## config.mk

```make
export PLATFORM = sky130hd
export DESIGN_NAME = cordic_vectoring_seq
export DESIGN_NICKNAME = d
export VERILOG_FILES = /design/src/rtl/cordic_pkg.sv /design/src/rtl/cordic_microrot.sv /design/src/rtl/cordic_vectoring_seq.sv
export SDC_FILE = /design/constraint.sdc
export NUM_CORES = 1
export LEC_CHECK = 0
export ABC_AREA = 1
export CAP_MARGIN = 10
export CORE_ASPECT_RATIO = 0.7
export CORE_MARGIN = 3
export CORE_UTILIZATION = 24
export DETAILED_ROUTE_END_ITERATION = 12
export GPL_ROUTABILITY_DRIVEN = 0
export PLACE_DENSITY = 0.48
export SYNTH_ARGS = -nofsm -noshare
export SYNTH_HDL_FRONTEND = slang
export SYNTH_SLANG_ARGS = --single-unit
```

## constraint.sdc

```tcl
create_clock -name clk -period 10.9 [get_ports clk]
set_input_delay 1.635 -clock clk [delete_from_list [all_inputs] [get_ports clk]]
set_output_delay 1.635 -clock clk [all_outputs]
set_load 0.005 [all_outputs]
```

## src/rtl/cordic_pkg.sv

```systemverilog
// Shared CORDIC constants and state encoding, used by both the vectoring
// (rect-to-polar) and rotation (polar-to-rect) engines.
package cordic_pkg;

    // atan(2^-i) as binary angles where 2^16 corresponds to a full turn
    localparam logic [15:0] ATAN_TABLE [16] = '{
        16'h2000, 16'h12E4, 16'h09FB, 16'h0511,
        16'h028B, 16'h0146, 16'h00A3, 16'h0051,
        16'h0029, 16'h0014, 16'h000A, 16'h0005,
        16'h0003, 16'h0001, 16'h0001, 16'h0000
    };

    localparam int          CORDIC_K_Q15 = 19898;
    localparam logic [15:0] PHASE_PI     = 16'h8000;

    typedef enum logic [1:0] {
        IDLE  = 2'd0,
        ITER  = 2'd1,
        SCALE = 2'd2,
        DONE  = 2'd3
    } state_t;

endpackage

```

## src/rtl/cordic_microrot.sv

```systemverilog
// Single combinational CORDIC micro-rotation. Vectoring mode steers y toward 0;
// rotation mode steers z toward 0.
module cordic_microrot
    import cordic_pkg::*;
#(
    parameter int W  = 21,
    parameter int ZW = 16
) (
    input  logic signed [W-1:0]  x_in,
    input  logic signed [W-1:0]  y_in,
    input  logic        [ZW-1:0] z_in,
    input  logic        [3:0]    iter,
    input  logic                 vectoring,
    output logic signed [W-1:0]  x_out,
    output logic signed [W-1:0]  y_out,
    output logic        [ZW-1:0] z_out
);

    logic signed [W-1:0] x_sh;
    logic signed [W-1:0] y_sh;
    logic        [ZW-1:0] atan_v;
    logic                 rot_ccw;

    always_comb begin
        x_sh    = x_in >>> iter;
        y_sh    = y_in >>> iter;
        atan_v  = ZW'(ATAN_TABLE[iter]);
        // counter-clockwise step (d=+1) when y is negative or residual angle is positive
        rot_ccw = vectoring ? y_in[W-1] : ~z_in[ZW-1];
        if (rot_ccw) begin
            x_out = x_in - y_sh;
            y_out = y_in + x_sh;
            z_out = z_in - atan_v;
        end else begin
            x_out = x_in + y_sh;
            y_out = y_in - x_sh;
            z_out = z_in + atan_v;
        end
    end

endmodule

```

## src/rtl/cordic_vectoring_seq.sv

```systemverilog
// Iterative CORDIC vectoring engine: one micro-rotation per clock, converting
// (x, y) into gain-compensated magnitude and binary-angle phase.
module cordic_vectoring_seq
    import cordic_pkg::*;
#(
    parameter int DATA_W = 16,
    parameter int N_ITER = 16,
    parameter int GUARD  = 2
) (
    input  logic              clk,
    input  logic              rst_n,
    input  logic              in_valid,
    output logic              in_ready,
    input  logic [DATA_W-1:0] x_in,
    input  logic [DATA_W-1:0] y_in,
    output logic              out_valid,
    input  logic              out_ready,
    output logic [DATA_W-1:0] mag_out,
    output logic [DATA_W-1:0] phase_out
);

    localparam int W  = DATA_W + 3 + GUARD;
    localparam int PW = W + 16;

    state_t              state_q, state_d;
    logic signed [W-1:0] x_q, x_d, y_q, y_d;
    logic [DATA_W-1:0]   z_q, z_d;
    logic [3:0]          i_q, i_d;
    logic                zero_q, zero_d;
    logic [DATA_W-1:0]   mag_q, mag_d, phase_q, phase_d;

    logic signed [W-1:0] x_ext, y_ext, x_rot, y_rot;
    logic [DATA_W-1:0]   z_rot;
    logic [PW-1:0]       prod, scaled;

    // inputs carried with GUARD fractional bits and 3 bits of integer headroom
    assign x_ext = {{3{x_in[DATA_W-1]}}, x_in, {GUARD{1'b0}}};
    assign y_ext = {{3{y_in[DATA_W-1]}}, y_in, {GUARD{1'b0}}};

    cordic_microrot #(.W(W), .ZW(DATA_W)) u_microrot (
        .x_in      (x_q),
        .y_in      (y_q),
        .z_in      (z_q),
        .iter      (i_q),
        .vectoring (1'b1),
        .x_out     (x_rot),
        .y_out     (y_rot),
        .z_out     (z_rot)
    );

    assign prod   = PW'(x_q[W-2:0]) * PW'(CORDIC_K_Q15) + (PW'(1) << (14 + GUARD));
    assign scaled = prod >> (15 + GUARD);

    assign in_ready  = (state_q == IDLE);
    assign out_valid = (state_q == DONE);
    assign mag_out   = mag_q;
    assign phase_out = phase_q;

    always_comb begin
        state_d = state_q;
        x_d     = x_q;
        y_d     = y_q;
        z_d     = z_q;
        i_d     = i_q;
        zero_d  = zero_q;
        mag_d   = mag_q;
        phase_d = phase_q;
        case (state_q)
            IDLE: begin
                if (in_valid) begin
                    // pre-rotate left-half-plane vectors by pi so iterations converge
                    if (x_in[DATA_W-1]) begin
                        x_d = -x_ext;
                        y_d = -y_ext;
                        z_d = DATA_W'(PHASE_PI);
                    end else begin
                        x_d = x_ext;
                        y_d = y_ext;
                        z_d = '0;
                    end
                    zero_d  = (x_in == '0) && (y_in == '0);
                    i_d     = '0;
                    state_d = ITER;
                end
            end
            ITER: begin
                x_d = x_rot;
                y_d = y_rot;
                z_d = z_rot;
                i_d = i_q + 4'd1;
                if (i_q == 4'(N_ITER - 1)) begin
                    state_d = SCALE;
                end
            end
            SCALE: begin
                if (zero_q || x_q[W-1]) begin
                    mag_d = '0;
                end else if (scaled > PW'({DATA_W{1'b1}})) begin
                    mag_d = '1;
                end else begin
                    mag_d = scaled[DATA_W-1:0];
                end
                phase_d = zero_q ? '0 : z_q;
                state_d = DONE;
            end
            DONE: begin
                if (out_ready) begin
                    state_d = IDLE;
                end
            end
            default: state_d = IDLE;
        endcase
    end

    always_ff @(posedge clk or negedge rst_n) begin
        if (!rst_n) begin
            state_q <= IDLE;
            x_q     <= '0;
            y_q     <= '0;
            z_q     <= '0;
            i_q     <= '0;
            zero_q  <= 1'b0;
            mag_q   <= '0;
            phase_q <= '0;
        end else begin
            state_q <= state_d;
            x_q     <= x_d;
            y_q     <= y_d;
            z_q     <= z_d;
            i_q     <= i_d;
            zero_q  <= zero_d;
            mag_q   <= mag_d;
            phase_q <= phase_d;
        end
    end

endmodule

```

==> key figures, run 1 <==
Global route
  – Overflow after GRT: 0
  – Met1 usage: 27.28%
  – GR peak layer: met1
  – Total GRT Usage: 15.70%
  – Vias in the first global route: 15.51k
  – Largest net degree at the start of global routing: 82
  – Initial antenna violation count: 0
  – Routing usage on met3: 3.637%
  – Met2 Use GR: 18.59%
  – First-pass GRT wire length: 93.41 mm

Clocking
  – Hold buffer count at CTS: 0
  – Max H-tree Level: 3
  – Worst-Skew Late Latency: 0.40 ns
  – Root Driver: clkbuf_16
  – Clock buffers created by TritonCTS: 9
  – CTS tree: built
  – Clock slew at reported path FFs: 0.08 ns
  – Quantity of gates resized following cts: 0
  – Post-CTS Setup Inserts: 0
  – Clk sink count: 97
  – CTS Buffer Depth: 2

Worst setup path
  – Worst Reg-to-Reg Cells: 29
  – Worst Path Required: 11.19 ns
  – R2r endpoint: mag_out[4]
  – Nature of the critical path endpoint: flip-flop
  – RR Startpoint: x_q[14]
  – R2R Setup Slk: 3.77 ns
  – Slowest CP cell: a21oi_2
  – CP most frequent cell: inv_1
  – Setup CP Type: reg2reg
  – Crit-path max FO: 16
  – Arrival @ worst endpoint: 7.41 ns
  – Nature of the critical path startpoint: flip-flop
  – Critical path's largest stage delay: 0.71 ns

Routing
  – Final wirelength: 60.09 mm
  – WL/cell: 16.49 um
  – DRT iter0 DRCs: 1,346
  – Via Count: 16.69k
  – Vias per cell: 4.578
  – Drt drc: 0
  – Drt first pass iters: 5
  – Detail Route Antenna Nets: 0

Synthesis
  – Synthesis Warnings: 0
  – Post-Syn Area: 17,670 um^2
  – Avg Cell Area, Syn: 6.670 um^2
  – Yosys top cell area share: 14.84%
  – Ranking of synthesized cells by area: nand2_1, ha_1, dfrtp_1
  – Mapped Cells: 2,650
  – FFs w/ async S/R, synth: 100.0%
  – Synth cell types: 57
  – Post-synth EDFFs: 0
  – Ys flop type: dfrtp_1
  – Mapped Nets: 3,008
  – Yosys reg bits: 97
  – Top cell type by total area after synthesis: nand2_1
  – Seq/Total Area, Yosys: 13.73%

Timing
  – Final cycle utilization of the critical path: 65.38%
  – Final setup skew: 0.01512 ns
  – Worst slew margin: 34.80%
  – Max Fclk: 0.1403 GHz
  – Total negative setup slack: 0 ns
  – Final Hold Vio Count: 0
  – Final setup violation count: 0
  – Crit path time final: 7.127 ns
  – Final count of pins violating max slew: 0
  – Measured slew at the worst slew-check pin: 0.9780 ns
  – RSZ-0062 raised after global routing: no

Layout
  – Ant. Diodes: 0
  – Fill count: 8,161
  – Storage cell area: 2429 um^2
  – Layout area overhead: 11.08%
  – Multi-input logic area: 13,140 um^2
  – Layout cell share with drive strength beyond 1: 4.442%
  – Final layout net count: 3,032

Outcome
  – Status: finished, final reports clean

Floorplan
  – Top-Level Pins: 70
  – # rows: 82
  – Core area: 72,230 um^2
  – Chip height: 233.0 um
  – Die ar.: 76,990 um^2
  – Die Wd: 330.4 um
  – Initial Util: 24.47%

Min path
  – Worst Hold Class: reg2reg
  – HP Start: mag_out[2]
  – Endpoint, Worst Hold: mag_out[2]
  – Worst Hold Depth: 2

Placed design
  – Dpl hpwl: 49.17 mm
  – Buffers on Ports: 69

Job
  – Max-Cap Viols: 0
==> how the worst max path moves through the flow <==
stage               cells after the start     from          to  slack [ns]
global route                           26  x_q[17]  mag_out[3]        3.28
detailed placement                     26  x_q[17]  mag_out[3]        3.83
global placement                       29  x_q[17]  mag_out[3]        3.84
CTS                                    26  x_q[17]  mag_out[3]        3.83
floorplan                              35   x_q[9]  mag_out[6]        5.11
finish                                 29  x_q[14]  mag_out[4]        3.77
==> final cells by class <==
cell class	instances	area share, %
clock buffer	9	1.147
clock inverter	7	0.3760
inverter	461	8.814
multi-input combinational	2018	66.94
sequential	97	12.37
tap	966	6.156
timing repair buffer	87	4.193
==> routing by layer <==
| metal | part of all wire [%] | wire [um] |
|---|---|---|
| met1 | 58 | 34690 |
| met5 | 0 | 0 |
| met4 | 0.58 | 350 |
| met3 | 8.0 | 4786 |
| met2 | 34 | 20260 |
==> cell families after synthesis <==
family	after synthesis	synth area share, %
buffers and inverters	535	11.99
DFF	97	13.73
muxes	6	0.3398
AOI/OAI and AO/OA	465	14.61
adders and majority gates	322	27.72
xor gates and xnor gates	81	4.056
and+or+nand+nor	1144	27.55
==> cells in the mapped netlist, drive strengths merged, types with 7 or more instances <==
library cell / count
a21o: 10
o21ai: 210
nand2: 716
nor2: 208
xnor2: 23
nand3b: 8
nand4: 19
buf: 40
o22ai: 15
inv: 459
nand3: 150
nor3: 23
xor2: 58
a31oi: 23
fa: 116
clkbuf: 34
a21oi: 153
a22oi: 10
o21bai: 9
ha: 206
o211ai: 14
dfrtp: 97
or2: 7
==> critical path, delay by kind of cell (launching register included) <==
| kind | cells | cell delay, ns |
|---|---|---|
| adders and majority gates | 7 | 3.23 |
| and+or+nand+nor | 13 | 1.54 |
| AOI/OAI and AO/OA | 2 | 0.98 |
| DFF | 1 | 0.67 |
| buffers and inverters | 7 | 0.59 |
==> flip-flops by register name, indices dropped and copies added (netlist names) <==
| name | flops |
|---|---|
| x_q | 21 |
| y_q | 21 |
| mag_out | 16 |
| phase_out | 16 |
| z_q | 16 |
| i_q | 4 |
| state_q | 2 |
| zero_q | 1 |
==> layout by cell type (no fill, tap or decap), types with 9 or more instances in the layout <==
master,n
clkdlybuf4s50_1,68
nand3_1,135
clkbuf_16,9
a31oi_1,23
a22oi_1,10
o211ai_1,14
xor2_1,57
xnor2_1,23
nand3_2,14
o21ai_0,171
a21oi_1,149
inv_2,12
nand2_1,699
fa_1,116
nor2_2,11
nand2_2,14
a21o_1,10
nor2_1,190
o21bai_1,9
buf_4,19
dfrtp_1,96
nor3_1,22
o21ai_1,33
o22ai_1,15
ha_1,205
inv_1,447
nand4_1,19
==> per-stage QoR <==
step / hold slack (ns) / setup slack [ns] / util [%] / area [um^2] / cells
global placement: 0.4705 / 3.845 / 26.77 / 19330 / 3629
floorplan: 0.4390 / 5.112 / - / 17670 / 2650
finish: 0.4873 / 3.773 / 27.18 / 19630 / 3645
detailed placement: 0.4700 / 3.831 / 26.77 / 19330 / 3629
CTS: 0.4926 / 3.826 / 27.18 / 19630 / 3645
global route: 0.5041 / 3.276 / 27.18 / 19630 / 3645
Power of run 1 is left out: the tool's default activity adds up to more than one toggle a clock period on the data nets, which glitch-free logic cannot reach.
==> run 2, diff against run 1 <==
PLACE_DENSITY = 0.5   (was 0.48)
clock period = 5.8 ns   (was 10.9 ns; I/O delays follow)
==> key figures, run 2 (synthesis results as in run 1) <==
Global route
  – GR peak layer: met1 (unchanged)
  – Largest net degree at the start of global routing: 66 (was 82)
  – Routing usage on met3: 3.782% (was 3.637%)
  – Met1 usage: 26.30% (was 27.28%)
  – First-pass GRT wire length: 93.31 mm (was 93.41 mm)
  – Met2 Use GR: 19.07% (was 18.59%)
  – Initial antenna violation count: 0 (unchanged)
  – Vias in the first global route: 15.81k (was 15.51k)
  – Total GRT Usage: 15.57% (was 15.70%)
  – Overflow after GRT: 0 (unchanged)

Min path
  – Worst Hold Class: reg2reg (unchanged)
  – Endpoint, Worst Hold: mag_out[10] (was mag_out[2])
  – Worst Hold Depth: 2 (unchanged)
  – HP Start: mag_out[10] (was mag_out[2])

Layout
  – Post-Layout Cell Count: 3,840 (was 3,645)
  – Most frequent cells in the layout: nand2_1, inv_1, buf_4 (was nand2_1, inv_1, ha_1)
  – Layout cell share with drive strength beyond 1: 15.87% (was 4.442%)
  – Fill count: 8,015 (was 8,161)
  – Final layout net count: 3,227 (was 3,032)
  – Commonest non-fill, non-tap cell in the layout: nand2_1 (unchanged)
  – Ant. Diodes: 0 (unchanged)
  – Layout area overhead: 23.74% (was 11.08%)
  – Largest regs: x_q (21), y_q (21) (unchanged)

Job
  – Max-Cap Viols: 0 (unchanged)

Timing
  – Final setup skew: 0.01989 ns (was 0.01512 ns)
  – Worst slew margin: 43.94% (was 34.80%)
  – Measured slew at the worst slew-check pin: 0.8321 ns (was 0.9780 ns)
  – Final cycle utilization of the critical path: 99.25% (was 65.38%)
  – Final setup violation count: 0 (unchanged)
  – Final count of pins violating max slew: 0 (unchanged)
  – Max Fclk: 0.1737 GHz (was 0.1403 GHz)
  – Crit path time final: 5.757 ns (was 7.127 ns)
  – Final Hold Vio Count: 0 (unchanged)
  – RSZ-0062 raised after global routing: yes (was no)

Placed design
  – Placed Cells: 3,805 (was 3,629)
  – Dpl hpwl: 49.67 mm (was 49.17 mm)
  – Buffers on Ports: 69 (unchanged)

Worst setup path
  – Nature of the critical path endpoint: flip-flop (unchanged)
  – Worst Reg-to-Reg Cells: 36 (was 29)
  – Slowest CP cell: fa_1 (was a21oi_2)
  – Worst Path Required: 6.13 ns (was 11.19 ns)
  – Arrival @ worst endpoint: 6.09 ns (was 7.41 ns)
  – R2r endpoint: mag_out[11] (was mag_out[4])
  – Critical path's largest stage delay: 0.49 ns (was 0.71 ns)
  – Setup CP Type: reg2reg (unchanged)
  – R2R Setup Slk: 0.04 ns (was 3.77 ns)
  – RR Startpoint: x_q[9] (was x_q[14])
  – Crit-path max FO: 8 (was 16)
  – Nature of the critical path startpoint: flip-flop (unchanged)

Routing
  – DRT iter0 DRCs: 1,333 (was 1,346)
  – Vias per cell: 4.533 (was 4.578)
  – Final wirelength: 60.38 mm (was 60.09 mm)
  – Via Count: 17.41k (was 16.69k)
  – WL/cell: 15.72 um (was 16.49 um)
  – Drt first pass iters: 5 (unchanged)
  – Detail Route Antenna Nets: 0 (unchanged)
  – Drt drc: 0 (unchanged)

Floorplan
  – Die Wd: 330.4 um (unchanged)
  – Chip height: 233.0 um (unchanged)
  – Initial Util: 24.47% (unchanged)
  – Core area: 72,230 um^2 (unchanged)
  – Die ar.: 76,990 um^2 (unchanged)
  – # rows: 82 (unchanged)
  – Top-Level Pins: 70 (unchanged)

Clocking
  – Hold buffer count at CTS: 0 (unchanged)
  – Root Driver: clkbuf_16 (unchanged)
  – Clock slew at reported path FFs: 0.08 ns (about the same)
  – Max H-tree Level: 3 (unchanged)
  – Clock buffers created by TritonCTS: 9 (unchanged)
  – Clk sink count: 97 (unchanged)
  – CTS Buffer Depth: 2 (unchanged)
  – Worst-Skew Late Latency: 0.40 ns (about the same)
  – CTS tree: built (unchanged)

Outcome
  – Status: finished, final reports clean (unchanged)
run 2: final cells by class:
class | instances | area [um^2] | share of cell area, %
tap | 966 | 1209 | 5.526
inverter | 461 | 1738 | 7.946
timing repair buffer | 281 | 2340 | 10.70
multi-input combinational | 2019 | 13840 | 63.28
clock inverter | 7 | 86.33 | 0.3947
clock buffer | 9 | 225.2 | 1.030
sequential | 97 | 2434 | 11.13
run 2: through the flow:
stage | utilization [%] | setup slack, ns | instance area, um^2 | TNS, ns | hold slack (ns)
2_1_floorplan | - | 0.01219 | 17670 | 0 | 0.4390
3_3_place_gp | 28.63 | -0.2685 | 20680 | -3.933 | 0.4705
3_5_place_dp | 28.63 | -0.3152 | 20680 | -4.449 | 0.4673
4_1_cts | 29.63 | -0.001543 | 21400 | -0.001543 | 0.4895
5_1_grt | 30.28 | -0.2304 | 21870 | -3.320 | 0.5012
6_report | 30.28 | 0.04322 | 21870 | 0 | 0.4833
run 2: what timing repair did:
action	CTS	global route
setup buffers	7	10
endpoints found under the hold margin	0	0
setup endpoints to repair	16	18
gates resized for setup	68	107
pin swaps	28	91
gates cloned	2	0
run 2: worst max path at each step:
stage / startpoint / to / slack [ns] / cells past startpoint
finish: x_q[9] / mag_out[11] / 0.04 / 36
global route: x_q[11] / mag_out[15] / -0.23 / 34
CTS: x_q[7] / mag_out[3] / -0.002 / 32
detailed placement: x_q[11] / mag_out[3] / -0.32 / 29
global placement: x_q[5] / mag_out[8] / -0.27 / 29
floorplan: x_q[9] / mag_out[6] / 0.01 / 35
run 2: routing by layer:
metal	wire length, um	vias to the layer above
met5	0	-
met4	427	0
met3	4534	23
met2	21150	435
met1	34270	8015
li1	-	8932
run 2: worst max-delay path: cells and delay by family (launching register included):
family	cells	cell delay, ns
adders and majority gates	8	3.16
and+or+nand+nor	16	1.33
buffers and inverters	10	0.57
DFF	1	0.37
xor gates and xnor gates	1	0.16
AOI/OAI and AO/OA	1	0.12
Power of run 2 is left out for the same reason.
==> run 3, diff against run 2 <==
DONT_BUFFER_PORTS = 1   (was not set)
PLACE_DENSITY = 0.48   (was 0.5)
SYNTH_HIERARCHICAL = 1   (was not set)
==> key figures, run 3 <==
Floorplan
  – Die ar.: 76,710 um^2 (was 76,990 um^2)
  – Chip height: 232.6 um (was 233.0 um)
  – Initial Util: 24.41% (was 24.47%)
  – Core area: 72,130 um^2 (was 72,230 um^2)
  – # rows: 82 (unchanged)
  – Top-Level Pins: 70 (unchanged)
  – Die Wd: 329.8 um (was 330.4 um)

Routing
  – Drt drc: 0 (unchanged)
  – Drt first pass iters: 5 (unchanged)
  – Vias per cell: 4.567 (was 4.533)
  – Via Count: 17.07k (was 17.41k)
  – Final wirelength: 60.04 mm (was 60.38 mm)
  – WL/cell: 16.06 um (was 15.72 um)
  – Detail Route Antenna Nets: 0 (unchanged)
  – DRT iter0 DRCs: 1,233 (was 1,333)

Synthesis
  – Ranking of synthesized cells by area: nand2_1, ha_1, dfrtp_1 (unchanged)
  – Yosys top cell area share: 15.67% (was 14.84%)
  – Top cell type by total area after synthesis: nand2_1 (unchanged)
  – Ys flop type: dfrtp_1 (unchanged)
  – Synthesis Warnings: 6 (was 0)
  – Synth cell types: 57 (unchanged)
  – Most frequent cell after synthesis: nand2_1 (unchanged)
  – Post-Syn Area: 17,610 um^2 (was 17,670 um^2)
  – FFs w/ async S/R, synth: 100.0% (unchanged)
  – Yosys reg bits: 97 (unchanged)
  – Post-synth EDFFs: 0 (unchanged)
  – Seq/Total Area, Yosys: 13.78% (was 13.73%)
  – Mapped Cells: 2,627 (was 2,650)
  – Post-synth top cells: nand2_1, inv_1, nand3_1 (was nand2_1, inv_1, ha_1)
  – Avg Cell Area, Syn: 6.703 um^2 (was 6.670 um^2)

Clocking
  – Clk sink count: 97 (unchanged)
  – Worst-Skew Late Latency: 0.41 ns (was 0.40 ns)
  – Max H-tree Level: 3 (unchanged)
  – Clock buffers created by TritonCTS: 9 (unchanged)
  – CTS tree: built (unchanged)
  – CTS Buffer Depth: 2 (unchanged)
  – Clock slew at reported path FFs: 0.08 ns (about the same)
  – Hold buffer count at CTS: 0 (unchanged)
  – Root Driver: clkbuf_16 (unchanged)

Timing
  – Worst slew margin: 35.54% (was 43.94%)
  – Crit path time final: 5.774 ns (was 5.757 ns)
  – Final count of pins violating max slew: 0 (unchanged)
  – Final setup skew: 0.01741 ns (was 0.01989 ns)
  – Final worst slack: 0.02584 ns (was 0.04322 ns)
  – Max Fclk: 0.1732 GHz (was 0.1737 GHz)
  – RSZ-0062 raised after global routing: yes (unchanged)
  – Measured slew at the worst slew-check pin: 0.9567 ns (was 0.8321 ns)
  – Final cycle utilization of the critical path: 99.55% (was 99.25%)
  – Final setup violation count: 0 (unchanged)
  – Final Hold Vio Count: 0 (unchanged)

Worst setup path
  – CP delay by family, top: adder cells (unchanged)
  – RR Startpoint: x_q[12] (was x_q[9])
  – Arrival @ worst endpoint: 6.07 ns (was 6.09 ns)
  – CP most frequent cell: nand2_1
  – Worst Reg-to-Reg Cells: 30 (was 36)
  – R2r endpoint: mag_out[2] (was mag_out[11])
  – WP buf/inv: 7 (was 10)
  – Nature of the critical path endpoint: flip-flop (unchanged)
  – Critical path's largest stage delay: 0.53 ns (was 0.49 ns)
  – R2R Setup Slk: 0.03 ns (was 0.04 ns)
  – Worst Path Required: 6.10 ns (was 6.13 ns)
  – Slowest CP cell: fa_2 (was fa_1)
  – Setup CP Type: reg2reg (unchanged)
  – Crit-path max FO: 8 (unchanged)
  – Nature of the critical path startpoint: flip-flop (unchanged)

Global route
  – Initial antenna violation count: 1 (was 0)
  – Largest net degree at the start of global routing: 98 (was 66)
  – Total GRT Usage: 15.64% (was 15.57%)
  – Vias in the first global route: 15.71k (was 15.81k)
  – Overflow after GRT: 0 (unchanged)
  – First-pass GRT wire length: 93.20 mm (was 93.31 mm)

Placed design
  – Place WS: -0.2294 ns (was -0.3152 ns)
  – Dpl hpwl: 49.08 mm (was 49.67 mm)
  – Placed Cells: 3,697 (was 3,805)
  – Buffers on Ports: 0 (was 69)

Layout
  – Commonest non-fill, non-tap cell in the layout: nand2_1 (unchanged)
  – Layout cell share with drive strength beyond 1: 17.21% (was 15.87%)
  – Post-Layout Cell Count: 3,738 (was 3,840)
  – Fin util: 29.65% (was 30.28%)
  – Layout area overhead: 21.44% (was 23.74%)
  – Largest regs: x_q (21), y_q (21) (unchanged)
  – Final layout net count: 3,128 (was 3,227)
  – Fill count: 7,911 (was 8,015)
  – Most frequent cells in the layout: nand2_1, inv_1, nand3_1 (was nand2_1, inv_1, buf_4)

Outcome
  – Status: finished, final reports clean (unchanged)

Job
  – Max-Cap Viols: 0 (unchanged)

Min path
  – Worst Hold Class: in2async (was reg2reg)
==> run 3: cell count changes in the layout (fill, tap and decap cells not counted), sizes merged, moves of 13 or more <==
cell           delta
a21oi            -27
nand2            +32
a31oi            -15
xor2             +27
inv              -34
nand3            +85
o21ai            -49
buf              -19
clkdlybuf4s50    -68
o22ai            -13
nor2             -36
o211ai           +19
==> run 3: cell families (layout without fill, tap and decap cells) <==
group / count (synthesis) / count (layout) / synth area share [%]
fa+ha+maj: 326 / 326 / 28.11
flops: 97 / 97 / 13.78
compound gates: 370 / 370 / 11.92
xor+xnor: 114 / 114 / 5.713
other cells: 1 / 3 / 0.02130
simple gates: 1225 / 1226 / 29.48
buf+inv: 494 / 636 / 10.97
==> run 3: what timing repair did <==
| item | in CTS | in global routing |
|---|---|---|
| gates cloned | 1 | 1 |
| setup buffers | 0 | 22 |
| setup endpoints to repair | 16 | 16 |
| resized for setup | 55 | 213 |
| pin swaps | 17 | 121 |
==> run 3: how the worst max path moves through the flow <==
stage             from     endpoint  slack [ns]  cells past startpoint
2_1_floorplan   x_q[8]   mag_out[7]      0.0008                     32
3_5_place_dp    x_q[8]   mag_out[4]       -0.23                     26
5_1_grt         x_q[9]  mag_out[14]       -0.23                     33
6_report       x_q[12]   mag_out[2]        0.03                     30
3_3_place_gp    x_q[6]   mag_out[7]       -0.21                     28
4_1_cts         x_q[8]   mag_out[4]       0.003                     32
==> run 3: final cells by class <==
| class | instances | area [um^2] | area share (%) |
|---|---|---|---|
| multi-input cells | 2038 | 14280 | 66.79 |
| flip-flops and latches | 97 | 2431 | 11.37 |
| inverters | 425 | 1605 | 7.506 |
| repair buffers | 195 | 1556 | 7.278 |
| well taps | 966 | 1209 | 5.652 |
| clock buffers | 9 | 225.2 | 1.053 |
| clock inverters | 7 | 73.82 | 0.3452 |
| diodes | 1 | 2.502 | 0.01170 |
==> run 3: stage by stage <==
step | TNS, ns | cell area [um^2] | hold slack [ns]
final | 0 | 21390 | 0.1587
after global routing | -3.304 | 21380 | 0.1286
after CTS | 0 | 20390 | 0.1263
after detailed placement | -3.446 | 19840 | 0.5033
after global placement | -3.234 | 19840 | 0.5027
after floorplan | 0 | 17620 | 0.4443
==> run 3: routing by layer <==
layer / track usage [%] / wire length, um / share of wire [%]
met3: 3.552 / 4488 / 7.5
met2: 18.09 / 19930 / 33
met5: 1.598 / 163 / 0.27
met4: 1.990 / 383 / 0.64
met1: 27.36 / 35070 / 58
Power of run 3 is left out for the same reason.
